### src/rtl/stereo_sample_framer.sv
// Pairs independent left/right 12-bit sample strobes into stereo frames and
// streams each frame as four tagged bytes; one frame in flight plus one pending.
module stereo_sample_framer #(
    parameter logic [3:0] LEFT_TAG  = 4'hA,
    parameter logic [3:0] RIGHT_TAG = 4'h5,
    parameter int         CNT_WIDTH = 8
) (
    input  logic                 clock,
    input  logic                 reset,
    input  logic [11:0]          ldata,
    input  logic                 lstrb,
    input  logic [11:0]          rdata,
    input  logic                 rstrb,
    output logic [7:0]           out_data,
    output logic                 out_valid,
    output logic                 out_last,
    input  logic                 out_ready,
    output logic [CNT_WIDTH-1:0] drop_cnt,
    output logic [CNT_WIDTH-1:0] skew_cnt,
    output logic [2:0]           dbg_state
);

    typedef enum logic [2:0] {IDLE, B0, B1, B2, B3} state_t;

    localparam logic [CNT_WIDTH-1:0] CNT_ONE = {{(CNT_WIDTH-1){1'b0}}, 1'b1};
    localparam logic [CNT_WIDTH-1:0] CNT_MAX = {CNT_WIDTH{1'b1}};

    state_t                state_q, state_d;
    logic [11:0]           lcap_q, lcap_d, rcap_q, rcap_d;
    logic                  lval_q, lval_d, rval_q, rval_d;
    logic                  pend_q, pend_d;
    logic [11:0]           pend_l_q, pend_l_d, pend_r_q, pend_r_d;
    logic [11:0]           sh_l_q, sh_l_d, sh_r_q, sh_r_d;
    logic [CNT_WIDTH-1:0]  drop_q, drop_d, skew_q, skew_d;

    logic [11:0]           l_now, r_now;
    logic                  pair, accept, consume, skew_evt, drop_evt;

    // Stream handshake: a byte transfers in any cycle with out_valid && out_ready;
    // while out_valid && !out_ready, out_data and out_last hold their values and
    // out_valid stays high until the byte is taken.
    assign accept = out_valid && out_ready;

    // A strobing channel contributes its current-cycle data to the pair.
    always_comb begin
        l_now    = lstrb ? ldata : lcap_q;
        r_now    = rstrb ? rdata : rcap_q;
        pair     = (lval_q | lstrb) & (rval_q | rstrb);
        skew_evt = (lstrb & lval_q) | (rstrb & rval_q);
        consume  = pend_q && ((state_q == IDLE) || ((state_q == B3) && accept));
        drop_evt = pair & pend_q & ~consume;
    end

    always_comb begin
        lcap_d   = l_now;
        rcap_d   = r_now;
        lval_d   = pair ? 1'b0 : (lval_q | lstrb);
        rval_d   = pair ? 1'b0 : (rval_q | rstrb);
        pend_d   = pend_q & ~consume;
        pend_l_d = pend_l_q;
        pend_r_d = pend_r_q;
        if (pair && (!pend_q || consume)) begin
            pend_d   = 1'b1;
            pend_l_d = l_now;
            pend_r_d = r_now;
        end
        drop_d = (drop_evt && drop_q != CNT_MAX) ? drop_q + CNT_ONE : drop_q;
        skew_d = (skew_evt && skew_q != CNT_MAX) ? skew_q + CNT_ONE : skew_q;
    end

    always_comb begin
        state_d = state_q;
        sh_l_d  = sh_l_q;
        sh_r_d  = sh_r_q;
        case (state_q)
            IDLE: begin
                if (pend_q) begin
                    sh_l_d  = pend_l_q;
                    sh_r_d  = pend_r_q;
                    state_d = B0;
                end
            end
            B0: if (accept) state_d = B1;
            B1: if (accept) state_d = B2;
            B2: if (accept) state_d = B3;
            B3: begin
                if (accept) begin
                    // Chain straight into the next frame to avoid an idle bubble.
                    if (pend_q) begin
                        sh_l_d  = pend_l_q;
                        sh_r_d  = pend_r_q;
                        state_d = B0;
                    end else begin
                        state_d = IDLE;
                    end
                end
            end
            default: state_d = IDLE;
        endcase
    end

    always_comb begin
        out_valid = 1'b0;
        out_last  = 1'b0;
        out_data  = 8'h00;
        case (state_q)
            B0: begin
                out_valid = 1'b1;
                out_data  = {LEFT_TAG, sh_l_q[11:8]};
            end
            B1: begin
                out_valid = 1'b1;
                out_data  = sh_l_q[7:0];
            end
            B2: begin
                out_valid = 1'b1;
                out_data  = {RIGHT_TAG, sh_r_q[11:8]};
            end
            B3: begin
                out_valid = 1'b1;
                out_last  = 1'b1;
                out_data  = sh_r_q[7:0];
            end
            default: ;
        endcase
    end

    always_ff @(posedge clock) begin
        if (!reset) begin
            state_q  <= IDLE;
            lcap_q   <= 12'h000;
            rcap_q   <= 12'h000;
            lval_q   <= 1'b0;
            rval_q   <= 1'b0;
            pend_q   <= 1'b0;
            pend_l_q <= 12'h000;
            pend_r_q <= 12'h000;
            sh_l_q   <= 12'h000;
            sh_r_q   <= 12'h000;
            drop_q   <= '0;
            skew_q   <= '0;
        end else begin
            state_q  <= state_d;
            lcap_q   <= lcap_d;
            rcap_q   <= rcap_d;
            lval_q   <= lval_d;
            rval_q   <= rval_d;
            pend_q   <= pend_d;
            pend_l_q <= pend_l_d;
            pend_r_q <= pend_r_d;
            sh_l_q   <= sh_l_d;
            sh_r_q   <= sh_r_d;
            drop_q   <= drop_d;
            skew_q   <= skew_d;
        end
    end

    assign drop_cnt  = drop_q;
    assign skew_cnt  = skew_q;
    assign dbg_state = state_q;

endmodule
### config.mk
export PLATFORM = sky130hd
export DESIGN_NAME = stereo_sample_framer
export DESIGN_NICKNAME = d
export VERILOG_FILES = /design/src/rtl/stereo_sample_framer.sv
export SDC_FILE = /design/constraint.sdc
export NUM_CORES = 1
export LEC_CHECK = 0
export CORE_ASPECT_RATIO = 0.8
export CORE_MARGIN = 2
export CORE_UTILIZATION = 30
export CTS_CLUSTER_SIZE = 30
export DETAILED_ROUTE_END_ITERATION = 10
export GPL_TIMING_DRIVEN = 0
export PLACE_DENSITY = 0.55
export SETUP_SLACK_MARGIN = 0.4
export SLEW_MARGIN = 40
export SYNTH_ARGS = -nofsm -noshare
export SYNTH_HDL_FRONTEND = slang
export SYNTH_SLANG_ARGS = --single-unit
### constraint.sdc
create_clock -name clock -period 4.4 [get_ports clock]
set_input_delay 0.88 -clock clock [delete_from_list [all_inputs] [get_ports clock]]
set_output_delay 0.88 -clock clock [all_outputs]
set_load 0.005 [all_outputs]
==> results of run 1 <==
==> synthesized netlist by cell type (all sizes together), types with 5 or more instances <==
library cell  count  area (um^2)
nor2b             5         31.3
a211oi           24          230
mux2i            33          330
o22ai             5         31.3
nand3             9         50.1
buf              19          129
nand2b            6         37.5
o21ai             8         40.0
nor2             41          156
a21oi            60          300
clkbuf           14         52.6
dfxtp            94         1880
nand2            62          233
==> flip-flops by register name, indices dropped and copies added (netlist names) <==
register / count
sh_r_q: 12
sh_l_q: 12
pend_r_q: 12
dbg_state: 3
pend_q: 1
skew_cnt: 8
drop_cnt: 8
pend_l_q: 12
rcap_q: 12
rval_q: 1
lval_q: 1
lcap_q: 12
==> metal layers <==
| layer | GRT usage | vias to the layer above | routed length [um] |
|---|---|---|---|
| li1 | - | 1637 | - |
| met3 | 0.0353 | 9 | 493 |
| met1 | 0.190 | 1515 | 4630 |
| met4 | 0.0559 | 0 | 119 |
| met2 | 0.211 | 88 | 4060 |
| met5 | 0 | - | 0 |
==> worst paths after layout <==
| kind | to | slack (ns) | depth (start not counted) |
|---|---|---|---|
| worst max-delay path | out_data[3] | 1.25 | 5 |
| worst min-delay path | sh_l_q[11] | 0.46 | 2 |
| worst max register to register | pend_r_q[7] | 2.56 | 7 |
| worst min register to register | sh_l_q[11] | 0.46 | 2 |
==> power groups by stage <==
stage	logic (mW)	clock network, mW	registers (mW)
finish	0.220	0.780	0.928
global route	0.245	0.827	0.933
CTS	0.222	0.792	0.928
detailed placement	0.221	0	0.947
global placement	0.217	0	0.946
floorplan	0.148	0	0.938
==> placed cells by master, fill, tap and decap left out, types with 5 or more instances in the layout <==
master	instances
dfxtp_1	94
nor2_1	40
mux2i_1	33
o22ai_1	5
buf_6	5
clkbuf_16	9
a211oi_1	14
buf_2	10
a21oi_1	60
nor2b_1	5
clkbuf_1	14
nand2_1	62
nand2b_1	6
nand3_1	8
clkdlybuf4s50_1	55
a211oi_2	10
==> worst register-to-register path, cell delays in order, from the launching register on <==
cell and delay, ns:
dfxtp_1 0.30, buf_2 0.16, and2b_4 0.20, o31ai_4 0.38, and2_1 0.19, buf_2 0.19
buf_6 0.19, a211oi_2 0.09
==> layout make-up <==
class,instances,area [um^2]
clock buffers,10,239
well taps,175,219
multi-input cells,297,1820
plain buffers,33,181
fillers,1312,7800
inverters,5,18.8
clock inverters,6,61.3
repair buffers,55,551
flip-flops and latches,94,1880
==> cell families after synthesis <==
family                     synth area share
AOI/OAI and AO/OA                     0.197
adders and majority gates           0.00641
and+or+nand+nor                       0.170
buffers and inverters                0.0512
muxes                                0.0846
xor gates and xnor gates            0.00897
DFF                                   0.482
==> metrics, run 1 <==
#FFs+latches synth=94; hold path start=sh_l_q[11]; Nets=between 500 and 600; Layout Cells excl Fill=~680; Tmin final=3.15 ns; Synth-to-Final Area Change=27.4%; Netlist cell types=46; Final Cell Area=4980 um^2; Post-synth EDFFs=0; Routed Antenna Nets=0; Placed Area=4680 um^2; post_cts resized=0; dpl hpwl=7090 um; Slew HR=0.550; Flop pwr share=0.481; worst r2r src=dbg_state[2]; syn_area_per_cell=9.11 um^2; WL final=between 9000 and 10,000 um; crit path cell chain=buf_2 -> nor2b_1 -> a22oi_1 -> o22ai_1 -> clkdlybuf4s50_1; asr flop ratio synth=0; Clock Sinks=94; aggregate global-route resource usage=0.139; vias in the first global route=3,179; vias=3,249; Max stage delay on crit path=between 0.5 and 0.6 ns; final core utilization=0.389; post-route setup slack=1.25 ns; Clock Path Buffers=2; diode count=0; worst slack, placed=between 1.5 and 2 ns; total CTS buffers=9; die area=14,000 um^2; RSZ-0062 raised after global routing=no; CORE AREA=12,800 um^2; fin crit share=0.717; Switch Pwr=0.474 mW; setup TNS=0 ns; Reg clk slew, reported paths=around 0.060 ns; Final setup violation count=0; DRT iter0 DRCs=roughly 170; post-synthesis net count=460; sw frac=0.246; Root Buffer=clkbuf_16; CTS hold repair buffers=0; WP data required=3.52 ns; Rows=37; status=completed; H-tree depth=3; IO buf count=55; Leakage=1.75 nW; startpoint types=flop; Comb pwr share=0.114; DR vias/cell=4.81; Worst Path Max Fanout=10; Slew @ Worst Pin=about 0.68 ns; VDD IR-drop max=0.197 mV; CP Class=reg2out; CP Data Arrival Time=2.27 ns; CP max stage cell=clkdlybuf4s50_1; Overall Power=1.93 mW; Clock Power Share=0.404; drt first pass iters=5; Inst Count DP=~660; Power Dens Cells=between 300 and 400 nW/um^2; CTS tree=built; max-slew violations=0; first-pass GRT wire length=15,400 um; delay-heaviest family, CP=buffers and inverters; fraction of layout cells with a size suffix above 1=0.100; Worst Path Buf+Inv=2; largest net degree at the start of global routing=16; placer congestion estimate=0.827; Worst Skew=0.00994 ns; Die Span X=132 um; setup bufs post-CTS=0; Synth Warn #=0; Hold WS=0.456 ns; Post-route DRC=0; DIE HEIGHT=roughly 110 um; wire per inst=roughly 14 um; Internal Power=1.45 mW; Top FF cell, synth=dfxtp_1; Final Hold Viols=0; antenna violations before repair=0; Synth Instances=429; min-delay worst type=reg2reg; Remaining Overflow, GRT=0; Initial Util=0.306; CP startpoint=dbg_state[0]; Fmax achieved=~320 MHz; register area share after synthesis=0.482; worst skew pair latency=0.35 ns; CP endpoint kind=output port; Mapped Area=just under 4000 um^2; Max Cap Violations=0; I/O pin cnt=a little under 60
(Power assumes the default switching activity.)
==> inputs of run 2 (changes only) <==
--- a/config.mk
+++ b/config.mk
@@ -11,7 +11,7 @@
 export CTS_CLUSTER_SIZE = 30
 export DETAILED_ROUTE_END_ITERATION = 10
 export GPL_TIMING_DRIVEN = 0
-export PLACE_DENSITY = 0.55
+export PLACE_DENSITY = 0.57
 export SETUP_SLACK_MARGIN = 0.4
 export SLEW_MARGIN = 40
 export SYNTH_ARGS = -nofsm -noshare
==> constraint.sdc (replaced) <==
create_clock -name clock -period 2.65 [get_ports clock]
set_input_delay 0.53 -clock clock [delete_from_list [all_inputs] [get_ports clock]]
set_output_delay 0.53 -clock clock [all_outputs]
set_load 0.005 [all_outputs]
==> run 2 against run 1 <==
  * Count of clock-buffer cells in the layout is the same
  * Global-route usage grew 0.075 points
  * Die area is the same
  * First-iteration DRC count shrank 22%
  * Clock skew shrank 0.0023 ns
  * Via count grew 0.52%
  * Worst setup slack lost 0.78 ns
  * Critical path type unchanged
  * Critical endpoint is now out_data[1]
  * Largest power group unchanged
==> metrics, run 2 (synthesis results as in run 1) <==
CP Data Arrival Time=1.65 ns; first-pass GRT wire length=15,600 um; min-delay worst type=reg2reg; fin crit share=0.824; status=completed; Hold WS=approximately 0.45 ns; DRT iter0 DRCs=roughly 140; RSZ-0062 raised after global routing=yes; most frequent cells in the layout=dfxtp_1, nand2_1, a21oi_1, clkdlybuf4s50_1, nor2_1; routed wl met3=about 370 um; Fmax achieved=458 MHz; drt first pass iters=5; I/O pin cnt=58; worst slack, placed=0.169 ns; Root Buffer=clkbuf_16; H-tree depth=3; Rows=37; Clock Path Buffers=2; wire per inst=roughly 14 um; worst skew pair latency=about 0.35 ns; DIE HEIGHT=106 um; diode count=0; CTS hold repair buffers=0; WP data required=around 2.1 ns; Reg clk slew, reported paths=0.07 ns; die area=roughly 14,000 um^2; Nets=around 530; Worst Skew=roughly 0.0076 ns; Overall Power=around 3.2 mW; antenna violations before repair=0; fillers=between 1,000 and 1,500; Max Used Layer=met4; hold path start=pend_l_q[5]; Tmin final=2.18 ns; Leakage=1.87 nW; Initial Util=0.306; Routed Antenna Nets=0; max-slew violations=0; aggregate global-route resource usage=0.140; CP endpoint kind=output port; Max Cap Violations=0; Slew @ Worst Pin=0.728 ns; CP Class=reg2out; startpoint types=flop; met2 routed WL=4190 um; CTS tree=built; Post-route DRC=0; Final Hold Viols=0; CORE AREA=12,800 um^2; Die Span X=132 um; fraction of layout cells with a size suffix above 1=0.142; commonest non-fill, non-tap cell in the layout=dfxtp_1; Final setup violation count=0; largest net degree at the start of global routing=18; DR vias/cell=roughly 4.8; vias=3,266; Remaining Overflow, GRT=0; Synth-to-Final Area Change=30.7%; CP startpoint=dbg_state[2]; VDD IR-drop max=0.285 mV; IO buf count=55; placer congestion estimate=slightly above 0.8; total CTS buffers=9; worst r2r src=dbg_state[2]; vias in the first global route=3,156; WL final=9480 um; final core utilization=0.400; dpl hpwl=7020 um; setup TNS=0 ns; Slew HR=0.514; Worst Path Max Fanout=9; Power Dens Cells=between 600 and 700 nW/um^2; post-route setup slack=0.465 ns; Clock Sinks=94; M1 wire length=between 4000 and 5000 um
-- run 2: critical path, cell delays in order, from the launching register on --
cell and delay (ns):
dfxtp_1 0.31, buf_4 0.16, nor2b_4 0.13, buf_4 0.14, a22oi_1 0.21, o22ai_2 0.10, dlygate4sd2_1 0.27
-- run 2: power by group --
group	internal, mW	switching (mW)	total, mW	leakage, nW
combinational	0.181	0.212	0.393	0.956
sequential	1.49	0.0453	1.54	0.770
clock	0.678	0.581	1.26	0.139
-- run 2: worst paths after layout --
check / end / slack (ns) / cells after the start
setup / recovery: out_data[1] / 0.47 / 6
hold reg to reg: sh_l_q[5] / 0.45 / 2
setup reg to reg: pend_r_q[5] / 0.84 / 7
hold / removal: sh_l_q[5] / 0.45 / 2
-- run 2: timing repair --
action,in CTS,in global routing
setup endpoints to repair,10,6
buffers inserted,4,3
cloned,0,0
resized for setup,28,10
pin swaps,4,1
-- run 2: final cells by class --
| class | instances | area [um^2] | share of cell area |
|---|---|---|---|
| Timing Repair Buffer | 62 | 596 | 0.117 |
| Tap cell | 175 | 219 | 0.0429 |
| Clock inverter | 6 | 55.1 | 0.0108 |
| Multi-Input combinational cell | 297 | 1880 | 0.368 |
| Sequential cell | 94 | 1890 | 0.370 |
| Inverter | 5 | 18.8 | 0.00368 |
| Clock buffer | 10 | 239 | 0.0468 |
| Buffer | 33 | 208 | 0.0407 |
-- run 2: metrics by stage --
step / area (um^2) / cells
detailed placement: 4680 / 659
global route: 5100 / 682
floorplan: 3910 / 429
finish: 5100 / 682
global placement: 4680 / 659
CTS: 5060 / 679
-- run 2: metal layers --
layer / global-route usage / vias up
met5: 0 / -
met4: 0.0303 / 0
met3: 0.0415 / 7
met2: 0.226 / 51
met1: 0.187 / 1555
li1: - / 1653
==> inputs of run 3 (changes only) <==
==> constraint.sdc (replaced) <==
create_clock -name clock -period 1.99 [get_ports clock]
set_input_delay 0.398 -clock clock [delete_from_list [all_inputs] [get_ports clock]]
set_output_delay 0.398 -clock clock [all_outputs]
set_load 0.005 [all_outputs]
==> run 3 against run 2 <==
  * Worst hold slack lost 0.039 ns
  * Clock power is 33% higher
  * Cell area increased by 14%
  * Non-clock buffer count increased by 40
  * Sequential share of layout area shrank 3.9 points
  * Worst setup slack lost 0.34 ns
  * Count of clock-buffer cells in the layout stayed put
  * Highest routed layer unchanged
==> metrics, run 3 (synthesis results as in run 1) <==
worst skew pair latency=0.34 ns; max-slew violations=0; CP Data Arrival Time=1.47 ns; dpl hpwl=7020 um; CP Class=reg2out; WL final=10,500 um; vias in the first global route=3,405; DRT iter0 DRCs=186; startpoint types=flop; IO buf count=55; Multi-input gate area=2070 um^2; CORE AREA=12,800 um^2; RSZ-0062 raised after global routing=yes; antenna violations before repair=0; DIE HEIGHT=around 110 um; I/O pin cnt=58; Die Span X=132 um; aggregate global-route resource usage=0.154; total CTS buffers=9; Clock Sinks=between 90 and 100; final core utilization=0.456; Final Cell Area=5820 um^2; Routed Antenna Nets=0; most frequent cells in the layout=dfxtp_1, nand2_1, a21oi_1, nor2_1, buf_4; WP data required=roughly 1.6 ns; vias=3,449; DR vias/cell=between 4 and 5; fillers=roughly 1,200; placer congestion estimate=0.813; Synth-to-Final Area Change=49.1%; Post-route DRC=0; Slew HR=0.502; CP endpoint kind=output port; Tmin final=~1.9 ns; drt first pass iters=4; fraction of layout cells with a size suffix above 1=0.309; Worst Skew=0.00716 ns; H-tree depth=3; Inst Count DP=around 660; Max Cap Violations=0; Reg clk slew, reported paths=0.07 ns; status=completed; commonest non-fill, non-tap cell in the layout=dfxtp_1; CTS tree=built; Nets=573; Leakage=2.34 nW; fin crit share=0.938; Initial Util=0.306; VDD IR-drop max=0.369 mV; Placed Area=4680 um^2; Slew @ Worst Pin=around 0.75 ns; diode count=0; register area=~1900 um^2; min-delay worst type=in2reg; largest net degree at the start of global routing=18; Fmax achieved=around 540 MHz; Reg2Reg Setup Slack=about 0.24 ns; first-pass GRT wire length=17,000 um; Rows=37; Worst Path Max Fanout=8; Final Hold Viols=0; Remaining Overflow, GRT=0; wire per inst=~15 um; die area=approximately 14,000 um^2; Layout Cells excl Fill=722; Final setup violation count=0; Clock Path Buffers=2; Power Dens Cells=754 nW/um^2; Root Buffer=clkbuf_16
## run 3: changes by cell type in the layout (fill, tap and decap cells not counted), sizes merged
cell           before  now
dlymetal6s2s        2    7
dlygate4sd2         6   12
buf                27   76
clkdlybuf4s50      46   26
## run 3: cell type report
cell class / count / area share
inverters: 5 / 0.00322
repair buffers: 102 / 0.172
multi-input cells: 297 / 0.356
flip-flops and latches: 94 / 0.331
well taps: 175 / 0.0376
clock inverters: 6 / 0.00945
clock buffers: 10 / 0.0410
plain buffers: 33 / 0.0496
## run 3: worst paths after layout
check / startpoint / depth (start not counted) / to
worst min register to register: pend_l_q[5] / 2 / sh_l_q[5]
worst max-delay path: dbg_state[2] / 7 / out_data[5]
worst max register to register: dbg_state[0] / 8 / pend_r_q[5]
worst min-delay path: lstrb / 3 / lcap_q[0]
## run 3: worst max-delay path: stages (launching register included)
cell       delay [ns]
dfxtp_2          0.32
buf_6            0.13
nand2b_4         0.14
clkbuf_16        0.17
nor2_4           0.10
nand2_2          0.06
o21ai_2          0.07
buf_2            0.14
## run 3: through the flow
| step | setup slack, ns | total power [mW] | hold slack [ns] | setup TNS (ns) |
|---|---|---|---|---|
| global placement | -0.341 | 2.57 | 0.443 | -10.07 |
| floorplan | 0.376 | 2.40 | 0.432 | 0 |
| finish | 0.123 | 4.39 | 0.414 | 0 |
| CTS | 0.103 | 4.39 | 0.406 | 0 |
| global route | 0.0658 | 4.61 | 0.439 | 0 |
| detailed placement | -0.359 | 2.59 | 0.443 | -11.10 |
## run 3: repair_timing
item | CTS | global route
gates cloned | 4 | 1
buffers inserted | 29 | 13
pin swaps | 17 | 10
gates resized for setup | 146 | 42
hold buffers | 0 | 0
endpoints found under the setup margin | 100 | 89
## run 3: routing by layer
layer  vias to the layer above  GRT usage  share of wire
li1                       1733          -              -
met2                        69      0.248           0.45
met1                      1632      0.201           0.49
met4                         0     0.0427          0.016
met3                        15     0.0448          0.044
met5                         -          0              0
## run 3: power by group
part / switching, mW / leakage, nW / total [mW] / internal (mW)
registers: 0.0621 / 0.782 / 2.04 / 1.98
clock network: 0.762 / 0.139 / 1.67 / 0.903
logic: 0.330 / 1.42 / 0.688 / 0.358
total: 1.15 / 2.34 / 4.39 / 3.24
